`src/rtl/unpacker_pkg.sv`:
```
// Shared types for the width-reducing unpacker, plus the async-reset flop macro
// used by its registers.
`ifndef DFF_AR
`define DFF_AR(q, d, rv, clk, rstn) \
    always_ff @(posedge clk or negedge rstn) \
        if (!rstn) q <= (rv); \
        else       q <= (d);
`endif

package unpacker_pkg;

    typedef enum logic {
        IDLE = 1'b0,
        SEND = 1'b1
    } state_t;

endpackage

```
`src/rtl/unpackern_tokbit_mod_counter.sv`:
```
// Mod-MOD up-counter with enable, synchronous clear and terminal-count flag.
module mod_counter #(
    parameter int MOD = 3,
    parameter int W   = (MOD > 1) ? $clog2(MOD) : 1
) (
    input  logic         clk,
    input  logic         rstn,
    input  logic         en,
    input  logic         clr,
    output logic [W-1:0] cnt,
    output logic         tc
);

    logic [W-1:0] cnt_next;

    assign tc = (cnt == W'(MOD - 1));

    always_comb begin
        cnt_next = cnt;
        if (clr)
            cnt_next = '0;
        else if (en)
            cnt_next = tc ? '0 : cnt + W'(1);
    end

    `DFF_AR(cnt, cnt_next, '0, clk, rstn)

endmodule

```
`src/rtl/unpackern_tokbit.sv`:
```
// Serializes one FACTOR*OUT_WIDTH word into FACTOR beats of OUT_WIDTH bits.
// Define UNPACK_LSB_FIRST_EN to emit the least-significant slice first.
module unpackern_tokbit
    import unpacker_pkg::*;
#(
    parameter int FACTOR    = 3,
    parameter int OUT_WIDTH = 8
) (
    input  logic                        clk,
    input  logic                        rstn,
    input  logic                        in_valid,
    output logic                        in_ready,
    input  logic [FACTOR*OUT_WIDTH-1:0] data_in,
    output logic                        out_valid,
    input  logic                        out_ready,
    output logic [OUT_WIDTH-1:0]        data_out,
    output logic                        out_last
);

    localparam int IDX_W = $clog2(FACTOR);

    state_t                      state, state_next;
    logic [FACTOR*OUT_WIDTH-1:0] hold, hold_next;
    logic [IDX_W-1:0]            idx;
    logic                        idx_tc;
    logic                        in_xfer;
    logic                        beat;
    logic [OUT_WIDTH-1:0]        slice;

    assign out_valid = (state == SEND);
    // Accepting on the final beat lets the next word follow without a bubble.
    assign in_ready  = (state == IDLE) || ((state == SEND) && idx_tc && out_ready);
    assign in_xfer   = in_valid && in_ready;
    assign beat      = out_valid && out_ready;

    always_comb begin
        state_next = state;
        case (state)
            IDLE:    if (in_xfer) state_next = SEND;
            SEND:    if (beat && idx_tc && !in_xfer) state_next = IDLE;
            default: state_next = IDLE;
        endcase
    end

    assign hold_next = in_xfer ? data_in : hold;

    `DFF_AR(state, state_next, IDLE, clk, rstn)
    `DFF_AR(hold, hold_next, '0, clk, rstn)

    mod_counter #(
        .MOD (FACTOR),
        .W   (IDX_W)
    ) u_idx (
        .clk  (clk),
        .rstn (rstn),
        .en   (beat),
        .clr  (in_xfer),
        .cnt  (idx),
        .tc   (idx_tc)
    );

    always_comb begin
        slice = '0;
        for (int k = 0; k < FACTOR; k++) begin
            if (idx == IDX_W'(k)) begin
`ifdef UNPACK_LSB_FIRST_EN
                slice = hold[(k+1)*OUT_WIDTH-1 -: OUT_WIDTH];
`else
                slice = hold[(FACTOR-k)*OUT_WIDTH-1 -: OUT_WIDTH];
`endif
            end
        end
    end

    assign data_out = out_valid ? slice : '0;
    assign out_last = out_valid && idx_tc;

endmodule
```
`config.mk`:
```
export PLATFORM = sky130hd
export DESIGN_NAME = unpackern_tokbit
export DESIGN_NICKNAME = d
export VERILOG_FILES = /design/src/rtl/unpacker_pkg.sv /design/src/rtl/unpackern_tokbit_mod_counter.sv /design/src/rtl/unpackern_tokbit.sv
export SDC_FILE = /design/constraint.sdc
export NUM_CORES = 1
export LEC_CHECK = 0
export BUFFER_PORTS_ARGS = -buffer_cell sky130_fd_sc_hd__buf_2
export CAP_MARGIN = 20
export CORE_MARGIN = 8
export CORE_UTILIZATION = 35
export CTS_CLUSTER_SIZE = 10
export DETAILED_ROUTE_END_ITERATION = 8
export PLACE_DENSITY = 0.57
export SLEW_MARGIN = 20
export SYNTH_ARGS = -nofsm -noshare
export SYNTH_HDL_FRONTEND = slang
export SYNTH_SLANG_ARGS = --single-unit
```
`constraint.sdc`:
```
create_clock -name clk -period 1.9 [get_ports clk]
set_input_delay 0.19 -clock clk [delete_from_list [all_inputs] [get_ports clk]]
set_output_delay 0.19 -clock clk [all_outputs]
set_load 0.1 [all_outputs]
```
==> results.json <==
{
  "ios": 39,
  "cts.clk_slew.worst_paths_ns": 0.08,
  "drc_errors": 0,
  "yosys.area.top_type": "dfrtp_1",
  "die_h_um": 77.3,
  "cts.htree.levels": 1,
  "critical_path_class": "reg2out",
  "drt_iter0_markers": 25,
  "tightest_slew_ns": 0.575,
  "post-route-period-util": 0.957,
  "grt_usage": 0.0997,
  "synth-seq-cells": 27,
  "tritoncts": "built",
  "synth_edf_count": 0,
  "fmax_mhz": 550,
  "critPathLaunchType": "register",
  "avgSynthCellArea_sq_um": 13.2,
  "wl_per_cell_um": 14.9,
  "reg2reg_depth": 4,
  "synth_cell_types": 17,
  "synthTopCellsByCount": "27 x dfrtp_1, 22 x mux2_2, 9 x mux2i_1, 9 x nand2_1",
  "vias_per_cell": 4.71,
  "synthesis.nets": 128,
  "num_rows": 22,
  "yosysWarnings": 0,
  "die_w_um": 77.3,
  "grt_pass1_vias": 981,
  "worstSetupStartpoint": "u_idx.cnt[0]",
  "synthFlopType": "dfrtp_1",
  "placed_cell_area_sq_mm": 0.00177,
  "port_buffers": 38,
  "cts_inserted_buffers": 3,
  "grt_start_max_net_pins": 28,
  "synth_area_sq_mm": 0.00132,
  "cap_violations": 0,
  "hold_path_class": "in2reg",
  "cts.path.max_buffers": 2,
  "holdWs_ns": 0.130,
  "yosysSeqAreaShare": 0.514,
  "hp-start": "data_in[19]",
  "stdcell_count": 188,
  "globalplace.congestion": 0.699,
  "outcome": "finished, final reports clean",
  "synth.most_common_cell": "dfrtp_1",
  "maxSlewViolCount": 0,
  "coreArea_sq_mm": 0.00363,
  "reg2reg_from": "u_idx.cnt[0]",
  "clk_latency_ns": 0.27,
  "dpl.hpwl_um": 2290,
  "whs_endpoint": "hold[19]",
  "diodes": 0,
  "fin_skew_ns": 0.00129,
  "antenna_found_initial": 0,
  "relSlewSlack": 0.616,
  "cp_max_fo": 11,
  "crit_required_ns": 1.71,
  "setup_violations": 0,
  "ys_async_sr_fraction": 1.00,
  "dp_cells": 183,
  "drive_gt1_frac": 0.636,
  "fin_area_sq_mm": 0.00183,
  "worstReg2RegEnd": "hold[8]",
  "area_growth_pct": 39.4,
  "drtAntennaViolNets": 0,
  "holdPathStages": 2,
  "grt-ovfl-total": 0,
  "synth_top_area_share": 0.514,
  "r2r_slack_ns": 0.27,
  "grt_pass1_wl_um": 4730,
  "dr.pass1.iters": 2,
  "wl_um": 2790,
  "clockRootBuffer": "clkbuf_8",
  "dieArea_sq_mm": 0.00597,
  "end_kind": "primary output",
  "rsz0062_at_grt": "false",
  "fin_crit_ns": 1.82,
  "start_util": 0.362,
  "tns_ns": 0,
  "nets": 169,
  "synth.area.top_cells": "dfrtp_1 51%, mux2_2 19%, mux2i_1 6.9%, a21boi_0 4.6%, or2_2 3.8%",
  "vias": 886,
  "synthCells": 100,
  "hold_viol": 0,
  "cts_num_sinks": 27,
  "arrival_ns": 1.63
}
state kept, by name (all words and copies together) (netlist names):
register / flops
out_valid: 1
u_idx.cnt: 2
hold: 24
stage by stage:
step | utilization | setup WS (ns)
6_report | 0.504 | 0.0817
5_1_grt | 0.504 | 0.000787
4_1_cts | 0.504 | 0.0453
3_5_place_dp | 0.488 | 0.165
3_3_place_gp | 0.488 | 0.196
2_1_floorplan | - | 0.0962
how the worst max path moves through the flow:
stage,end,slack (ns),cells after the start
final,data_out[7],0.08,4
after global routing,data_out[6],0.0008,4
after global placement,hold[8],0.20,4
after detailed placement,hold[8],0.16,4
after CTS,data_out[7],0.05,4
after floorplan,data_out[0],0.1,2
timing repair:
action                     in CTS  in global routing
hold endpoints to repair       27                  0
gates resized for setup         2                  1
buffers inserted                0                  0
hold buffers                    1                  0
setup endpoints to repair       8                  6
pin swaps                       0                  1
cell usage in the layout, fill, tap and decap left out:
master and n:
a21boi_4 9, nand2_1 8, dlygate4sd3_1 1, a22o_1 1, clkbuf_8 3, dfrtp_1 24
dfrtp_4 1, mux2_1 2, nand3b_4 1, or2_2 8, clkbuf_1 1, nand2_2 1
buf_12 9, and2_1 1, buf_2 29, buf_4 3, and2b_2 1, mux2_2 22
nor2b_1 2, nand2b_1 1, dfrtp_2 2, mux2i_1 9, a32o_1 1
metal layers:
layer / wire length (um) / vias to the layer above / track usage / share of wire
met2: 1440 / 23 / 0.169 / 0.52
met1: 1170 / 432 / 0.112 / 0.42
met3: 127 / 5 / 0.0291 / 0.045
li1: - / 426 / - / -
met5: 0 / - / 0 / 0
met4: 52 / 0 / 0.0453 / 0.019
cell families after synthesis:
kind of cell           share of synthesized area
muxes                                      0.274
DFF                                        0.514
and+or+nand+nor                            0.104
AOI/OAI and AO/OA                         0.0742
buffers and inverters                     0.0343
worst max-delay path: stages, from the launching register on:
cell	delay, ns
dfrtp_2	0.52
mux2i_1	0.15
or2_2	0.30
a21boi_4	0.20
buf_12	0.19
cell type report:
| cell class | instances | area, sq um |
|---|---|---|
| Timing Repair Buffer | 42 | 358 |
| Multi-Input combinational cell | 67 | 688 |
| Clock buffer | 4 | 45.0 |
| Fill cell | 339 | 1800 |
| Tap cell | 48 | 60.1 |
| Sequential cell | 27 | 682 |
Power is not shown: default switching activity piles up to over one toggle a cycle in this logic, so the estimate is an artifact.
